`config.mk`:
```
export PLATFORM = sky130hd
export DESIGN_NAME = encoder_level
export DESIGN_NICKNAME = d
export VERILOG_FILES = /design/src/rtl/rgb_mixer_pkg.sv /design/src/rtl/debounce_sync.sv /design/src/rtl/encoder_level.sv
export SDC_FILE = /design/constraint.sdc
export NUM_CORES = 1
export LEC_CHECK = 0
export ABC_AREA = 1
export CAP_MARGIN = 10
export CORE_MARGIN = 10
export CORE_UTILIZATION = 51
export CTS_CLUSTER_DIAMETER = 50
export CTS_CLUSTER_SIZE = 30
export DETAILED_ROUTE_END_ITERATION = 8
export GPL_TIMING_DRIVEN = 0
export PLACE_DENSITY = 0.72
export SLEW_MARGIN = 20
export SYNTH_ARGS = -nofsm -noshare
export SYNTH_HDL_FRONTEND = slang
export SYNTH_HIERARCHICAL = 1
export SYNTH_SLANG_ARGS = --single-unit
```
`constraint.sdc`:
```
create_clock -name clk -period 1.6 [get_ports clk]
set_input_delay 0.32 -clock clk [delete_from_list [all_inputs] [get_ports clk]]
set_output_delay 0.32 -clock clk [all_outputs]
set_load 0.01 [all_outputs]
```
`src/rtl/rgb_mixer_pkg.sv`:
```
// Shared definitions for the RGB mixer: quadrature pin states, decoded
// transition directions and the detent size of the rotary encoders.
package rgb_mixer_pkg;

  typedef enum logic [1:0] {
    AB_00 = 2'b00,
    AB_01 = 2'b01,
    AB_10 = 2'b10,
    AB_11 = 2'b11
  } ab_state_t;

  typedef enum logic [1:0] {
    DIR_NONE = 2'd0,
    DIR_CW   = 2'd1,
    DIR_CCW  = 2'd2,
    DIR_ERR  = 2'd3
  } dir_t;

  localparam int unsigned QUARTERS_PER_DETENT = 4;

  // Gray-code walk 00->01->11->10->00 is clockwise; a double-bit change
  // cannot be attributed to either direction.
  function automatic dir_t decode_dir(input ab_state_t prev, input ab_state_t cur);
    logic [1:0] diff;
    ab_state_t  cw_next;
    dir_t       dir;
    diff = prev ^ cur;
    case (prev)
      AB_00:   cw_next = AB_01;
      AB_01:   cw_next = AB_11;
      AB_11:   cw_next = AB_10;
      default: cw_next = AB_00;
    endcase
    if (diff == 2'b00) begin
      dir = DIR_NONE;
    end else if (diff == 2'b11) begin
      dir = DIR_ERR;
    end else if (cur == cw_next) begin
      dir = DIR_CW;
    end else begin
      dir = DIR_CCW;
    end
    return dir;
  endfunction

endpackage

```
`src/rtl/debounce_sync.sv`:
```
// Two-flop synchroniser plus debounce filter for one idle-high encoder pin.
module debounce_sync #(
  parameter int unsigned DEBOUNCE_CYCLES = 16
) (
  input  logic clk,
  input  logic rst_n,
  input  logic pin,
  output logic deb
);

  localparam int unsigned CNT_W = (DEBOUNCE_CYCLES > 2) ? $clog2(DEBOUNCE_CYCLES) : 1;
  localparam logic [CNT_W-1:0] CNT_LAST = CNT_W'(DEBOUNCE_CYCLES - 1);

  logic             sync1;
  logic             sync2;
  logic [CNT_W-1:0] cnt;

  always_ff @(posedge clk or negedge rst_n) begin
    if (!rst_n) begin
      sync1 <= 1'b1;
      sync2 <= 1'b1;
      deb   <= 1'b1;
      cnt   <= '0;
    end else begin
      sync1 <= pin;
      sync2 <= sync1;
      // accept the new value on the DEBOUNCE_CYCLES-th consecutive differing sample
      if (sync2 == deb) begin
        cnt <= '0;
      end else if (cnt == CNT_LAST) begin
        deb <= sync2;
        cnt <= '0;
      end else begin
        cnt <= cnt + CNT_W'(1);
      end
    end
  end

endmodule

```
`src/rtl/encoder_level.sv`:
```
// Quadrature rotary encoder to PWM brightness level: debounced x4 decode,
// one level step per detent, with saturating or wrapping arithmetic.
module encoder_level
  import rgb_mixer_pkg::*;
#(
  parameter int unsigned WIDTH           = 8,
  parameter int unsigned DEBOUNCE_CYCLES = 16,
  parameter int unsigned STEP            = 1,
  parameter int unsigned SATURATE        = 1,
  parameter int unsigned RESET_LEVEL     = 0
) (
  input  logic             clk,
  input  logic             rst_n,
  input  logic             enc_a,
  input  logic             enc_b,
  input  logic             clear,
  output logic [WIDTH-1:0] level,
  output logic             step_up,
  output logic             step_dn,
  output logic             err
);

  localparam int Q_LIMIT = int'(QUARTERS_PER_DETENT) - 1;
  localparam logic signed [2:0] Q_TOP  = 3'(Q_LIMIT);
  localparam logic signed [2:0] Q_BOT  = 3'(-Q_LIMIT);
  localparam logic [WIDTH-1:0]  LVL_RST = WIDTH'(RESET_LEVEL);
  localparam logic [WIDTH:0]    STEP_W  = (WIDTH+1)'(STEP);

  logic                deb_a;
  logic                deb_b;
  ab_state_t           ab;
  ab_state_t           prev_ab;
  dir_t                dir;
  logic signed [2:0]   q;
  logic signed [2:0]   q_next;
  logic [WIDTH-1:0]    level_next;
  logic [WIDTH-1:0]    level_inc;
  logic [WIDTH-1:0]    level_dec;
  logic [WIDTH:0]      sum_up;
  logic [WIDTH:0]      diff_dn;
  logic                up_next;
  logic                dn_next;
  logic                err_next;

  debounce_sync #(.DEBOUNCE_CYCLES(DEBOUNCE_CYCLES)) u_deb_a (
    .clk   (clk),
    .rst_n (rst_n),
    .pin   (enc_a),
    .deb   (deb_a)
  );

  debounce_sync #(.DEBOUNCE_CYCLES(DEBOUNCE_CYCLES)) u_deb_b (
    .clk   (clk),
    .rst_n (rst_n),
    .pin   (enc_b),
    .deb   (deb_b)
  );

  assign ab  = ab_state_t'({deb_a, deb_b});
  assign dir = decode_dir(prev_ab, ab);

  // One extra bit exposes carry/borrow for the clamp decision.
  assign sum_up  = {1'b0, level} + STEP_W;
  assign diff_dn = {1'b0, level} - STEP_W;

  always_comb begin
    level_inc = sum_up[WIDTH-1:0];
    level_dec = diff_dn[WIDTH-1:0];
    if (SATURATE != 0) begin
      if (sum_up[WIDTH])  level_inc = '1;
      if (diff_dn[WIDTH]) level_dec = '0;
    end
  end

  always_comb begin
    level_next = level;
    q_next     = q;
    up_next    = 1'b0;
    dn_next    = 1'b0;
    err_next   = (dir == DIR_ERR);
    case (dir)
      DIR_CW: begin
        if (q == Q_TOP) begin
          q_next     = '0;
          level_next = level_inc;
          up_next    = 1'b1;
        end else begin
          q_next = q + 3'sd1;
        end
      end
      DIR_CCW: begin
        if (q == Q_BOT) begin
          q_next     = '0;
          level_next = level_dec;
          dn_next    = 1'b1;
        end else begin
          q_next = q - 3'sd1;
        end
      end
      default: ;
    endcase
    if (clear) begin
      level_next = LVL_RST;
      q_next     = '0;
      up_next    = 1'b0;
      dn_next    = 1'b0;
    end
  end

  always_ff @(posedge clk or negedge rst_n) begin
    if (!rst_n) begin
      prev_ab <= AB_11;
      q       <= '0;
      level   <= LVL_RST;
      step_up <= 1'b0;
      step_dn <= 1'b0;
      err     <= 1'b0;
    end else begin
      prev_ab <= ab;
      q       <= q_next;
      level   <= level_next;
      step_up <= up_next;
      step_dn <= dn_next;
      err     <= err_next;
    end
  end

  a_one_step_dir: assert property (@(posedge clk) disable iff (!rst_n) !(step_up && step_dn));

endmodule

```
==> flow_metrics.env <==
export IMPL_avgSynthCellArea_um2=7.78
export IMPL_num_antenna_cells=0
export IMPL_place_inst=291
export IMPL_hp_class="reg -> reg"
export IMPL_firstDrtPassIters=4
export IMPL_worst_path_max_fanout=7
export IMPL_root_buffer="clkbuf_4"
export IMPL_nFillCells=316
export IMPL_setup_viol=0
export IMPL_clk_path_buf_depth=2
export IMPL_cts_tree="done"
export IMPL_slew_limit_headroom_pct=58.1
export IMPL_synth_area_leaders="dfrtp_1, nand2_1, dfstp_2"
export IMPL_max_freq_mhz=640
export IMPL_gr_total_overflow=0
export IMPL_cp_required_ns=1.86
export IMPL_crit_type="reg -> reg"
export IMPL_wl_um=3600
export IMPL_synth_cell_types=23
export IMPL_design_area_um2=2210
export IMPL_io_pins=16
export IMPL_cp_arrival_ns=1.82
export IMPL_synth_cells=230
export IMPL_cts_inserted_buffers=5
export IMPL_synth_edf_count=0
export IMPL_max_cap_violations=0
export IMPL_ir_worst_vdd_v=0.000580
export IMPL_drcViolationCount=0
export IMPL_crit_slowest_cell="dfstp_2"
export IMPL_multi_input_area_um2=931
export IMPL_holdWs_ns=0.362
export IMPL_total_power_mw=1.58
export IMPL_track_usage_pct=12.5
export IMPL_fin_crit_ns=1.56
export IMPL_fin_cells=313
export IMPL_core_um2=3360
export IMPL_finalClockSkew_ns=0.0208
export IMPL_p_per_area_nw_per_um2=716
export IMPL_yosysMostFrequentCell="nand2_1"
export IMPL_clk_latency_ns=0.35
export IMPL_dieHeight_um=79.3
export IMPL_avgRoutedWirePerCell_um=11.5
export IMPL_ant_nets=0
export IMPL_place_area_um2=1990
export IMPL_synthToLayoutAreaGrowth_pct=23.2
export IMPL_initial_core_util_pct=53.2
export IMPL_register_area_um2=764
export IMPL_min_period_over_period_pct=97.6
export IMPL_cpPeakStageDelay_ns=0.60
export IMPL_synth_commonest_cells="nand2_1, inv_1, nand3_1, dfrtp_1, nor2_1"
export IMPL_ys_flop_type="dfrtp_1"
export IMPL_fin_nets=278
export IMPL_static_leakage_power_nw=1.13
export IMPL_yosysWarnings=6
export IMPL_hold_viol_final=0
export IMPL_place_congestion=0.923
export IMPL_drt_iter0_markers=113
export IMPL_startpoint_type="flop"
export IMPL_crit_top_cell="nand2_4"
export IMPL_die_area_um2=6280
export IMPL_path_buf_inv=3
export IMPL_grt_start_max_net_pins=31
export IMPL_drive_gt1_share_pct=22.5
export IMPL_status="finished, final reports clean"
export IMPL_grt_pass1_wl_um=6340
export IMPL_die_w_um=79.3
export IMPL_num_rows=21
export IMPL_grt_pass1_vias=1471
export IMPL_async_reset_ff_share_pct=100
export IMPL_cp_end_kind="flop"
export IMPL_routed_via_density=4.93
export IMPL_worst_pin_slew_ns=0.628
export IMPL_ys_seq_elements=30
export IMPL_rsz0062_at_grt="yes"
export IMPL_crit_chain="inv_2 -> nand2_2 -> nand2_4 -> nand2_4 -> nand2_4 -> nor2_4 -> inv_2 -> nand3_4 -> nand2_2 -> nand2_1 -> inv_1"
export IMPL_antenna_found_initial=0
export IMPL_crit_family="simple AND/OR/NAND/NOR gates"
export IMPL_drv_slew=0
export IMPL_yosysTopAreaCellShare_pct=30.7
export IMPL_port_buffers=15
export IMPL_clkSinkCount=30
export IMPL_path_clk_slew_ns=0.11
export IMPL_synth_area_um2=1790
export IMPL_htreeDepth=2
export IMPL_synth_area_leader_cell="dfrtp_1"
export IMPL_hpwl_um=2540
export IMPL_synth_seq_area_share_pct=42.5
export IMPL_syn_nets=242
export IMPL_num_vias=1544
[final cells by class]
class / instances / area share, %
multi-input cells: 164 / 42.2
flip-flops and latches: 30 / 34.7
repair buffers: 28 / 11.0
inverters: 36 / 6.30
well taps: 46 / 2.61
clock buffers: 6 / 2.33
clock inverters: 2 / 0.567
plain buffers: 1 / 0.340
[registers in the layout, summed over array words and instances, names as in the netlist, 2 cells and up]
| name | flops |
|---|---|
| u_deb_a/cnt | 4 |
| q | 3 |
| level | 8 |
| u_deb_b/cnt | 4 |
| prev_ab | 2 |
[what timing repair did]
action                     4_1_cts  5_1_grt
hold endpoints to repair         5        0
setup endpoints to repair       10       12
resized for setup                9       17
buffers inserted                 7        5
gates cloned                     1        0
hold buffers                     1        0
pin swaps                        2        7
[routing by layer]
| metal | global-route usage, % | wire length (um) | vias up |
|---|---|---|---|
| met5 | 0 | 0 | - |
| met4 | 7.35 | 90 | 0 |
| met3 | 4.62 | 180 | 10 |
| met2 | 19.0 | 1620 | 33 |
| met1 | 14.9 | 1710 | 701 |
| li1 | - | - | 800 |
[per-stage QoR]
step / setup WS (ns) / TNS (ns) / utilization [%]
CTS: 0.00416 / 0 / 63.1
floorplan: 0.158 / 0 / -
finish: 0.0387 / 0 / 65.6
detailed placement: -0.241 / -1.58 / 59.3
global placement: -0.301 / -8.48 / 59.4
global route: -0.0611 / -0.278 / 65.6
[logic make-up (layout without fill, tap and decap cells)]
kind of cell / Yosys count / count (layout) / synth area share (%)
xor+xnor: 8 / 8 / 3.91
simple gates: 125 / 126 / 34.2
flops: 30 / 30 / 42.5
compound gates: 23 / 23 / 6.50
fa+ha+maj: 7 / 7 / 4.89
buf+inv: 37 / 73 / 7.97
[worst paths after layout]
kind | from | to | slack (ns) | cells after the start
max | u_deb_b/deb | level[7] | 0.04 | 11
min | u_deb_a/sync1 | u_deb_a/sync2 | 0.36 | 0
max reg2reg | u_deb_b/deb | level[7] | 0.04 | 11
min reg2reg | u_deb_a/sync1 | u_deb_a/sync2 | 0.36 | 0
max in group asynchronous | rst_n | level[2] | 0.62 | 2
min in group asynchronous | rst_n | level[7] | 0.52 | 2
[layout by cell type, fill, tap and decap left out, drive strengths merged, types with 5 or more instances in the layout]
cell type      synthesis  layout
dfstp                  8       8
clkbuf                 0       6
xnor2                  5       5
nand3                 25      25
ha                     7       7
a21oi                  5       5
o21ai                 17      17
nand4                  5       5
nand2                 67      67
dfrtp                 22      22
buf                    1      14
clkdlybuf4s50          0       6
dlygate4sd2            0       6
inv                   36      35
nor2                  27      28
[worst register-to-register path, stage by stage (launching register included)]
cell,delay (ns)
dfstp_2,0.60
inv_2,0.05
nand2_2,0.07
nand2_4,0.09
nand2_4,0.09
nand2_4,0.07
nor2_4,0.18
inv_2,0.09
nand3_4,0.11
nand2_2,0.05
nand2_1,0.06
inv_1,0.03
[where the power goes]
part	switching [mW]	internal, mW
Clock	0.279	0.211
Combinational	0.150	0.115
Sequential	0.0305	0.795
(Power assumes the default switching activity.)
